`config.mk`:
```
export PLATFORM = sky130hd
export DESIGN_NAME = fetch_unit
export DESIGN_NICKNAME = d
export VERILOG_FILES = /design/src/rtl/fetch_unit.sv
export SDC_FILE = /design/constraint.sdc
export NUM_CORES = 1
export LEC_CHECK = 0
export ABC_AREA = 1
export BUFFER_PORTS_ARGS = -buffer_cell sky130_fd_sc_hd__buf_2
export CORE_UTILIZATION = 51
export DETAILED_ROUTE_END_ITERATION = 8
export PLACE_DENSITY_LB_ADDON = 0.1
export SETUP_SLACK_MARGIN = 0.05
export SLEW_MARGIN = 0
export SYNTH_ARGS = -nofsm -noshare
export SYNTH_HDL_FRONTEND = slang
export SYNTH_SLANG_ARGS = --single-unit
```
`constraint.sdc`:
```
create_clock -name clk -period 4.26 [get_ports clk]
set_input_delay 0 -clock clk [delete_from_list [all_inputs] [get_ports clk]]
set_output_delay 0 -clock clk [all_outputs]
set_load 0.005 [all_outputs]
```
`src/rtl/fetch_unit.sv`:
```
// Instruction-fetch front end: owns the PC, issues one outstanding imem request at a time,
// buffers the returned instruction for IF/ID and squashes wrong-path responses after redirects.
// Optional build macro FETCH_ALIGN_CHECK_EN: when defined, a redirect to a non-word-aligned
// target sets the sticky misalign_err flag; otherwise misalign_err is tied low.
module fetch_unit #(
  parameter logic [31:0] RESET_PC = 32'h0000_0000,
  parameter int unsigned IMEM_AW  = 32
) (
  input  logic               clk,
  input  logic               rst,
  input  logic               freeze,
  input  logic               redirect_valid,
  input  logic [1:0]         redirect_sel,
  input  logic [31:0]        branch_target,
  input  logic [25:0]        jmp_addr,
  input  logic [31:0]        jr_addr,
  output logic               imem_req,
  output logic [IMEM_AW-1:0] imem_addr,
  input  logic               imem_ready,
  input  logic               imem_rvalid,
  input  logic [31:0]        imem_rdata,
  output logic               instr_valid,
  output logic [31:0]        instruction,
  output logic [31:0]        pc_plus4,
  output logic               misalign_err
);

  typedef enum logic [0:0] {StFetch, StWait} state_e;

  state_e      state_q, state_d;
  logic [31:0] pc_q, pc_d;
  logic        drop_q, drop_d;
  logic        instr_valid_q, instr_valid_d;
  logic [31:0] instruction_q, instruction_d;
  logic [31:0] pc_plus4_q, pc_plus4_d;

  logic        blocked;
  logic        req_accept;
  logic [31:0] target_raw;
  logic [31:0] target_pc;
  logic [31:0] pc_inc;

  assign blocked    = instr_valid_q & freeze;
  // Request is masked during reset so the memory never sees a request from a half-reset unit.
  assign imem_req   = ~rst & (state_q == StFetch) & ~blocked;
  assign imem_addr  = pc_q[IMEM_AW-1:0];
  assign req_accept = imem_req & imem_ready;
  assign pc_inc     = pc_q + 32'd4;

  assign instr_valid = instr_valid_q;
  assign instruction = instruction_q;
  assign pc_plus4    = pc_plus4_q;

  // Redirect target selection; reserved encoding falls back to the branch target.
  always_comb begin
    case (redirect_sel)
      2'b01:   target_raw = {pc_q[31:28], jmp_addr, 2'b00};
      2'b10:   target_raw = jr_addr;
      default: target_raw = branch_target;
    endcase
  end

  assign target_pc = target_raw & 32'hFFFF_FFFC;

  // Next-state logic: redirect dominates; otherwise the fetch/wait handshake advances.
  always_comb begin
    state_d       = state_q;
    pc_d          = pc_q;
    drop_d        = drop_q;
    instr_valid_d = instr_valid_q & freeze;  // consumed unless held by freeze
    instruction_d = instruction_q;
    pc_plus4_d    = pc_plus4_q;

    if (redirect_valid) begin
      pc_d          = target_pc;
      instr_valid_d = 1'b0;
      if (state_q == StWait) begin
        if (imem_rvalid) begin
          // The in-flight response lands now and is thrown away here.
          state_d = StFetch;
          drop_d  = 1'b0;
        end else begin
          drop_d = 1'b1;
        end
      end else if (req_accept) begin
        // Request for the old PC is already out; squash its response.
        state_d = StWait;
        drop_d  = 1'b1;
      end
    end else begin
      unique case (state_q)
        StFetch: begin
          if (req_accept) state_d = StWait;
        end
        StWait: begin
          if (imem_rvalid) begin
            state_d = StFetch;
            if (drop_q) begin
              drop_d = 1'b0;
            end else begin
              instruction_d = imem_rdata;
              pc_plus4_d    = pc_inc;
              instr_valid_d = 1'b1;
              pc_d          = pc_inc;
            end
          end
        end
        default: state_d = StFetch;
      endcase
    end
  end

  // State and output-buffer registers.
  always_ff @(posedge clk or posedge rst) begin
    if (rst) begin
      state_q       <= StFetch;
      pc_q          <= RESET_PC;
      drop_q        <= 1'b0;
      instr_valid_q <= 1'b0;
      instruction_q <= 32'h0;
      pc_plus4_q    <= 32'h0;
    end else begin
      state_q       <= state_d;
      pc_q          <= pc_d;
      drop_q        <= drop_d;
      instr_valid_q <= instr_valid_d;
      instruction_q <= instruction_d;
      pc_plus4_q    <= pc_plus4_d;
    end
  end

`ifdef FETCH_ALIGN_CHECK_EN
  logic misalign_q, misalign_d;

  // Sticky flag: any redirect whose raw target is not word aligned.
  always_comb begin
    misalign_d = misalign_q | (redirect_valid & (|target_raw[1:0]));
  end

  // Misalignment flag register, cleared only by reset.
  always_ff @(posedge clk or posedge rst) begin
    if (rst) begin
      misalign_q <= 1'b0;
    end else begin
      misalign_q <= misalign_d;
    end
  end

  assign misalign_err = misalign_q;
`else
  assign misalign_err = 1'b0;
`endif

endmodule
```
==> reports/results.ini, run 1 <==
[timing]
worst_pin_slew_ns = 1.140
fin_crit_sh = 0.6048
fmax_ghz = 0.3881
finalSetupViolations = 0
finalHoldViolations = 0
rsz0062_at_grt = no
clock_skew_ns = 0.01135
relSlewSlack = 0.2395
min_period_ns = 2.577
finalSetupTns_ns = 0
slew_viol_final = 0

[synth]
syn_inst = 705
postSynthAreaPerCell_um2 = 7.202
ys_ff_latch = 95
syn_area_mm2 = 0.005077
synth_seq_area_share = 0.4682
synthDistinctLibCells = 30
yosysWarnings = 0

[route]
met1Wirelength_mm = 6.714
wl_mm = 15.42
vias = 5429
final_antenna_net_count = 0
wl_per_cell_um = 14.10
drt-initial-drc-count = 291
top_layer_used = met4
met3_wirelength_mm = 1.109
route.detailed.drc = 0
firstDrtPassIters = 5
dr_wl_met2_mm = 7.269
routed_via_density = 4.963

[cells_and_area]
diodes = 0
most-common-layout-cells = nand2_1 (353), buf_2 (219), dfrtp_1 (95), nand3_1 (53), dlygate4sd3_1 (52)
final_common_cell = nand2_1
fillers = 838
area_growth_pct = 35.61
nNetsFinal = 1091
drive_gt1_frac = 0.2685

[floorplanning]
die_x_um = 101.8
die-area_mm2 = 0.01036
ios = 229
row_count = 36
core_mm2 = 0.009729
initial_utilization = 0.5219
die_h_um = 101.8

[global_routing]
grt_max_degree = 67
grt_pass1_wl_mm = 24.03
track_usage = 0.3055
grt_pass1_vias = 5050
overflow = 0
antenna_found_initial = 0

[worst_setup_path]
r2r_end = imem_addr[31]
critPathSlowestCell = nor2_2
critPathRequiredTime_ns = 4.56
crit_type = input pin to flip-flop
reg2reg_setup_slack_ns = 1.90
cp.arrival_ns = 2.87
path_max_fanout = 32
cp_common_cell = nand2_1
worst_setup_path_end_kind = flip-flop
worstSetupStartpointType = input pin
r2r_start = state_q
slowest_delay_ns = 1.05
rr_worst_depth = 10
worstPathCellList = buf_2, inv_1, ha_1, nor2_2, a22oi_1, dlygate4sd3_1, nand2_1, nand3_1, nand2_1

[cts]
clkTransAtPathRegs_ns = 0.08
cts_sinks = 95
cts_max_level = 3
clkLatencyLatePin_ns = 0.36
post_cts_buffers = 0
tritoncts = built
hold_buffers = 52
cts.path.max_buffers = 2
cts_made_buffers = 9
cts_resized = 0
cts-root-buf = clkbuf_8

[placed_design]
io_buffer_count = 219
dp_hpwl_mm = 11.18
globalplace.congestion = 0.9325

[power_and_ir_drop]
p_per_area_mw_per_mm2 = 421.2
peakVddDrop_mv = 0.1891
power.leakage_uw = 0.003773
p_total_uw = 2900

[min_path]
min_path_cells = 5
whs_endpoint = imem_addr[14]
min_from = jr_addr[14]
hold_class = input pin to flip-flop

[job]
drv_cap = 0

[run_status]
outcome = finished, final reports clean

per-stage QoR:
stage	hold slack [ns]	setup slack (ns)	area (um2)	cells	utilization
after floorplan	0.09645	1.601	5092	709	-
after global placement	0.08326	1.575	6205	1028	0.6377
after detailed placement	0.07644	1.541	6205	1028	0.6377
after CTS	0.001552	1.803	6885	1094	0.7077
after global routing	0.02901	1.520	6885	1094	0.7077
final	0.01202	1.683	6885	1094	0.7077
critical path: cells and delay by family:
| family | cells | cell delay (ns) |
|---|---|---|
| compound gates | 1 | 0.16 |
| simple gates | 4 | 1.26 |
| fa+ha+maj | 1 | 0.67 |
| buf+inv | 3 | 0.77 |
cell type report:
cell class | instances | area (um2) | share of cell area
Clock buffer | 9 | 123.9 | 0.01799
Timing Repair Buffer | 273 | 1632 | 0.2370
Clock inverter | 5 | 36.28 | 0.005270
Multi-Input combinational cell | 543 | 2412 | 0.3504
Tap cell | 133 | 166.4 | 0.02417
Sequential cell | 95 | 2377 | 0.3453
Inverter | 36 | 137.6 | 0.01999
flip-flops by register name, indices dropped and copies added, names as in the netlist:
signal       flops
state_q          1
imem_addr       30
instruction     32
instr_valid      1
drop_q           1
pc_plus4        30
metal layers:
metal,global-route usage,vias to the layer above
met1,0.3888,2444
met4,0.1204,0
met3,0.04831,22
met2,0.5213,260
met5,0,-
li1,-,2703
where the power goes:
group | leakage [uW] | switching, uW | total (uW) | internal (uW)
Clock | 0.0000736 | 304 | 510 | 206
Sequential | 0.00120 | 218 | 1430 | 1210
Combinational | 0.00250 | 492 | 962 | 470
Total | 0.00377 | 1010 | 2900 | 1890
Yosys cell counts:
master / count / area (um2)
a31oi_1: 12 / 75.07
inv_2: 1 / 3.750
xnor2_1: 7 / 61.31
o21ai_1: 2 / 10.01
a21oi_2: 1 / 8.760
o211ai_1: 3 / 22.52
dfrtp_1: 95 / 2377
ha_1: 3 / 37.54
nand2_1: 353 / 1325
xor2_1: 8 / 70.07
a22oi_1: 7 / 52.55
a31o_2: 1 / 8.760
buf_1: 2 / 7.510
o21bai_1: 1 / 7.510
nor2_1: 38 / 142.6
o21a_1: 2 / 15.01
conb_1: 1 / 3.750
nand3b_1: 2 / 15.01
nand2_2: 4 / 25.02
buf_4: 7 / 52.55
nor2_4: 4 / 45.04
nor2_2: 10 / 62.56
nand3_1: 53 / 265.3
nand4_1: 1 / 6.260
o21ai_0: 6 / 30.03
inv_1: 35 / 131.4
buf_2: 14 / 70.07
clkbuf_1: 12 / 45.04
nor3_1: 2 / 10.01
a21oi_1: 18 / 90.09
worst max-delay path by stage:
stage                         start             to  cells past startpoint
detailed placement   redirect_valid  imem_addr[31]                      9
finish              redirect_sel[0]  imem_addr[29]                      9
CTS                 redirect_sel[0]  imem_addr[28]                      9
global route        redirect_sel[0]  imem_addr[28]                      9
floorplan                       rst         drop_q                      7
global placement     redirect_valid  imem_addr[31]                      9
cell families (layout without fill, tap and decap cells):
family | after synthesis | in the layout | synth area share
AO/OA/AOI/OAI | 53 | 53 | 0.06309
XOR/XNOR | 15 | 15 | 0.02588
buffers and inverters | 71 | 323 | 0.06111
flip-flops | 95 | 95 | 0.4682
AND/OR/NAND/NOR | 467 | 467 | 0.3736
adder cells (fa/ha/maj) | 3 | 3 | 0.007394
other | 1 | 5 | 0.0007386
Note: power is estimated with default switching activity, not from simulation.
==> run 2: changes to the inputs <==
--- a/config.mk
+++ b/config.mk
@@ -7,7 +7,7 @@
 export LEC_CHECK = 0
 export ABC_AREA = 1
 export BUFFER_PORTS_ARGS = -buffer_cell sky130_fd_sc_hd__buf_2
-export CORE_UTILIZATION = 51
+export CORE_UTILIZATION = 48
 export DETAILED_ROUTE_END_ITERATION = 8
 export PLACE_DENSITY_LB_ADDON = 0.1
 export SETUP_SLACK_MARGIN = 0.05
==> constraint.sdc (replaced) <==
create_clock -name clk -period 2.4 [get_ports clk]
set_input_delay 0 -clock clk [delete_from_list [all_inputs] [get_ports clk]]
set_output_delay 0 -clock clk [all_outputs]
set_load 0.005 [all_outputs]
==> run 2 against run 1 <==
Clock power rose to 2.5 times the previous value. Routed wire length is 2.7% higher. Global-route usage fell by 0.60 points. Sequential power increased by 77%. Via count up 1.8%. Die area grew 6.1%. Critical path depth is 1 lower. Combinational power rose by 81%. Sequential share of layout area down 0.87 points. Non-clock buffer count increased by 8. Total power up 91%. Final cell count grew 1.3%.
==> reports/results.ini, run 2 (synthesis results as in run 1) <==
[run_status]
outcome = finished, final reports clean  ; unchanged

[cts]
cts_sinks = 95  ; unchanged
clkLatencyLatePin_ns = 0.37  ; was 0.36 ns
cts-root-buf = clkbuf_8  ; unchanged
cts_max_level = 3  ; unchanged
cts_resized = 0  ; unchanged
tritoncts = built  ; unchanged
cts.path.max_buffers = 2  ; unchanged
cts_made_buffers = 9  ; unchanged
clkTransAtPathRegs_ns = 0.09  ; was 0.08 ns

[global_routing]
grtUsageMet2 = 0.5156  ; was 0.5213
track_usage = 0.2995  ; was 0.3055
grt_pass1_wl_mm = 25.71  ; was 24.03 mm
grt_pass1_vias = 5333  ; was 5050
grtUsageMet1 = 0.3794  ; was 0.3888
overflow = 0  ; unchanged
grtUsageMet3 = 0.04866  ; was 0.04831
antenna_found_initial = 1  ; was 0
busiest_layer = met2  ; unchanged
grt_max_degree = 72  ; was 67

[cells_and_area]
nNetsFinal = 1099  ; was 1091
drive_gt1_frac = 0.2750  ; was 0.2685
area_growth_pct = 39.11  ; was 35.61%
most-common-layout-cells = nand2_1 (353), buf_2 (219), dfrtp_1 (95), nand3_1 (53), dlygate4sd3_1 (52)  ; unchanged
final_common_cell = nand2_1  ; unchanged
largest_reg_flops = 32  ; unchanged
final_area_mm2 = 0.007063  ; was 0.006885 mm2

[min_path]
min_from = jr_addr[10]  ; was jr_addr[14]
min_path_cells = 5  ; unchanged
hold_class = input pin to flip-flop  ; unchanged
whs_endpoint = imem_addr[10]  ; was imem_addr[14]

[worst_setup_path]
worstSetupStartpointType = input pin  ; unchanged
rr_worst_depth = 8  ; was 10
cp.arrival_ns = 2.20  ; was 2.87 ns
r2r_start = state_q  ; unchanged
path_max_fanout = 26  ; was 32
crit_type = input pin to flip-flop  ; unchanged
reg2reg_setup_slack_ns = 0.70  ; was 1.90 ns
critPathRequiredTime_ns = 2.65  ; was 4.56 ns
worst_setup_path_end_kind = flip-flop  ; unchanged
r2r_end = instruction[15]  ; was imem_addr[31]

[power_and_ir_drop]
peakVddDrop_mv = 0.3657  ; was 0.1891 mV
p_comb_frac = 0.314  ; was 0.332
clkPwrFrac = 0.230  ; was 0.176
power_switching_uw = 1829  ; was 1014 uW
internal-power_uw = 3721  ; was 1886 uW
power_frac_seq = 0.456  ; was 0.493
power.leakage_uw = 0.003864  ; was 0.003773 uW
p_per_area_mw_per_mm2 = 785.8  ; was 421.2 mW/mm2
p_sw_frac = 0.3295  ; was 0.3496

[job]
drv_cap = 0  ; unchanged

[route]
final_antenna_net_count = 0  ; unchanged
wl_per_cell_um = 14.30  ; was 14.10 um
route.detailed.drc = 0  ; unchanged
vias = 5526  ; was 5429
drt-initial-drc-count = 382  ; was 291
firstDrtPassIters = 5  ; unchanged
wl_mm = 15.85  ; was 15.42 mm
routed_via_density = 4.987  ; was 4.963

[placed_design]
globalplace.congestion = 0.9280  ; was 0.9325
dp_hpwl_mm = 11.48  ; was 11.18 mm
io_buffer_count = 219  ; unchanged
place_area_mm2 = 0.006295  ; was 0.006205 mm2

[timing]
rsz0062_at_grt = no  ; unchanged
clock_skew_ns = 0.005773  ; was 0.01135 ns
finalSetupTns_ns = 0  ; unchanged
finalHoldViolations = 0  ; unchanged
slew_viol_final = 0  ; unchanged
fmax_ghz = 0.5133
finalSetupViolations = 0  ; unchanged
fin_crit_sh = 0.8118
relSlewSlack = 0.5483  ; was 0.2395
min_period_ns = 1.948
worst_pin_slew_ns = 0.6775  ; was 1.140 ns

[floorplanning]
ios = 229  ; unchanged
die_x_um = 104.9  ; was 101.8 um
core_mm2 = 0.01028  ; was 0.009729 mm2
row_count = 37  ; was 36
die_h_um = 104.9  ; was 101.8 um
initial_utilization = 0.4940  ; was 0.5219
die-area_mm2 = 0.01099  ; was 0.01036 mm2

-- run 2: cell count changes in the layout (fill, tap and decap cells not counted) --
cell        previous run  this run
clkbuf_8               9        10
clkinvlp_4             3         1
bufinv_16              0         3
buf_12                 0         2
inv_4                  1         0
buf_4                  2         8
diode_2                0         1
clkbuf_1               0         1
-- run 2: what timing repair did --
| item | in CTS | in global routing |
|---|---|---|
| hold endpoints to repair | 67 | 0 |
| setup buffers | 0 | 0 |
| hold buffers | 52 | 0 |
-- run 2: critical path, cell delays in order --
cell and delay [ns]:
dlygate4sd3_1 0.52, buf_2 0.12, clkinvlp_4 0.49, nand3_1 0.26, inv_1 0.07, nand2_1 0.08
o21ai_0 0.09, dlygate4sd3_1 0.58
-- run 2: how the worst max path moves through the flow --
| stage | endpoint | from | slack [ns] |
|---|---|---|---|
| 2_1_floorplan | drop_q | rst | 0.35 |
| 3_3_place_gp | imem_addr[4] | redirect_sel[0] | 0.71 |
| 3_5_place_dp | imem_addr[4] | redirect_sel[0] | 0.66 |
| 4_1_cts | state_q | rst | 0.47 |
| 5_1_grt | state_q | rst | 0.29 |
| 6_report | state_q | rst | 0.45 |
-- run 2: final cells by class --
type	instances	area, um2
multi-input combinational	543	2412
sequential	95	2377
fill	880	3214
tap	136	170.2
timing repair buffer	281	1717
antenna	1	2.502
clock buffer	11	141.4
inverter	36	138.9
clock inverter	5	103.9
-- run 2: per-stage QoR --
step	setup WS (ns)	utilization	hold slack, ns	power [uW]	cells
floorplan	0.3506	-	0.09645	3313	709
global placement	0.7089	0.6125	0.08936	4145	1039
detailed placement	0.6621	0.6125	0.09697	4215	1039
CTS	0.4687	0.6870	0.0008072	5569	1107
global route	0.2873	0.6872	0.04783	5923	1108
finish	0.4517	0.6872	0.003910	5550	1108
-- run 2: routing by layer --
metal	wire length, um	part of all wire
met4	324	0.020
met3	973	0.061
met2	7714	0.49
met1	6833	0.43
met5	0	0
-- run 2: power groups by stage --
stage / sequential (uW) / clock (uW) / combinational (uW)
after global placement: 2520 / 0 / 1630
after floorplan: 2570 / 0 / 745
final: 2530 / 1280 / 1740
after global routing: 2600 / 1360 / 1960
after CTS: 2530 / 1300 / 1740
after detailed placement: 2550 / 0 / 1660
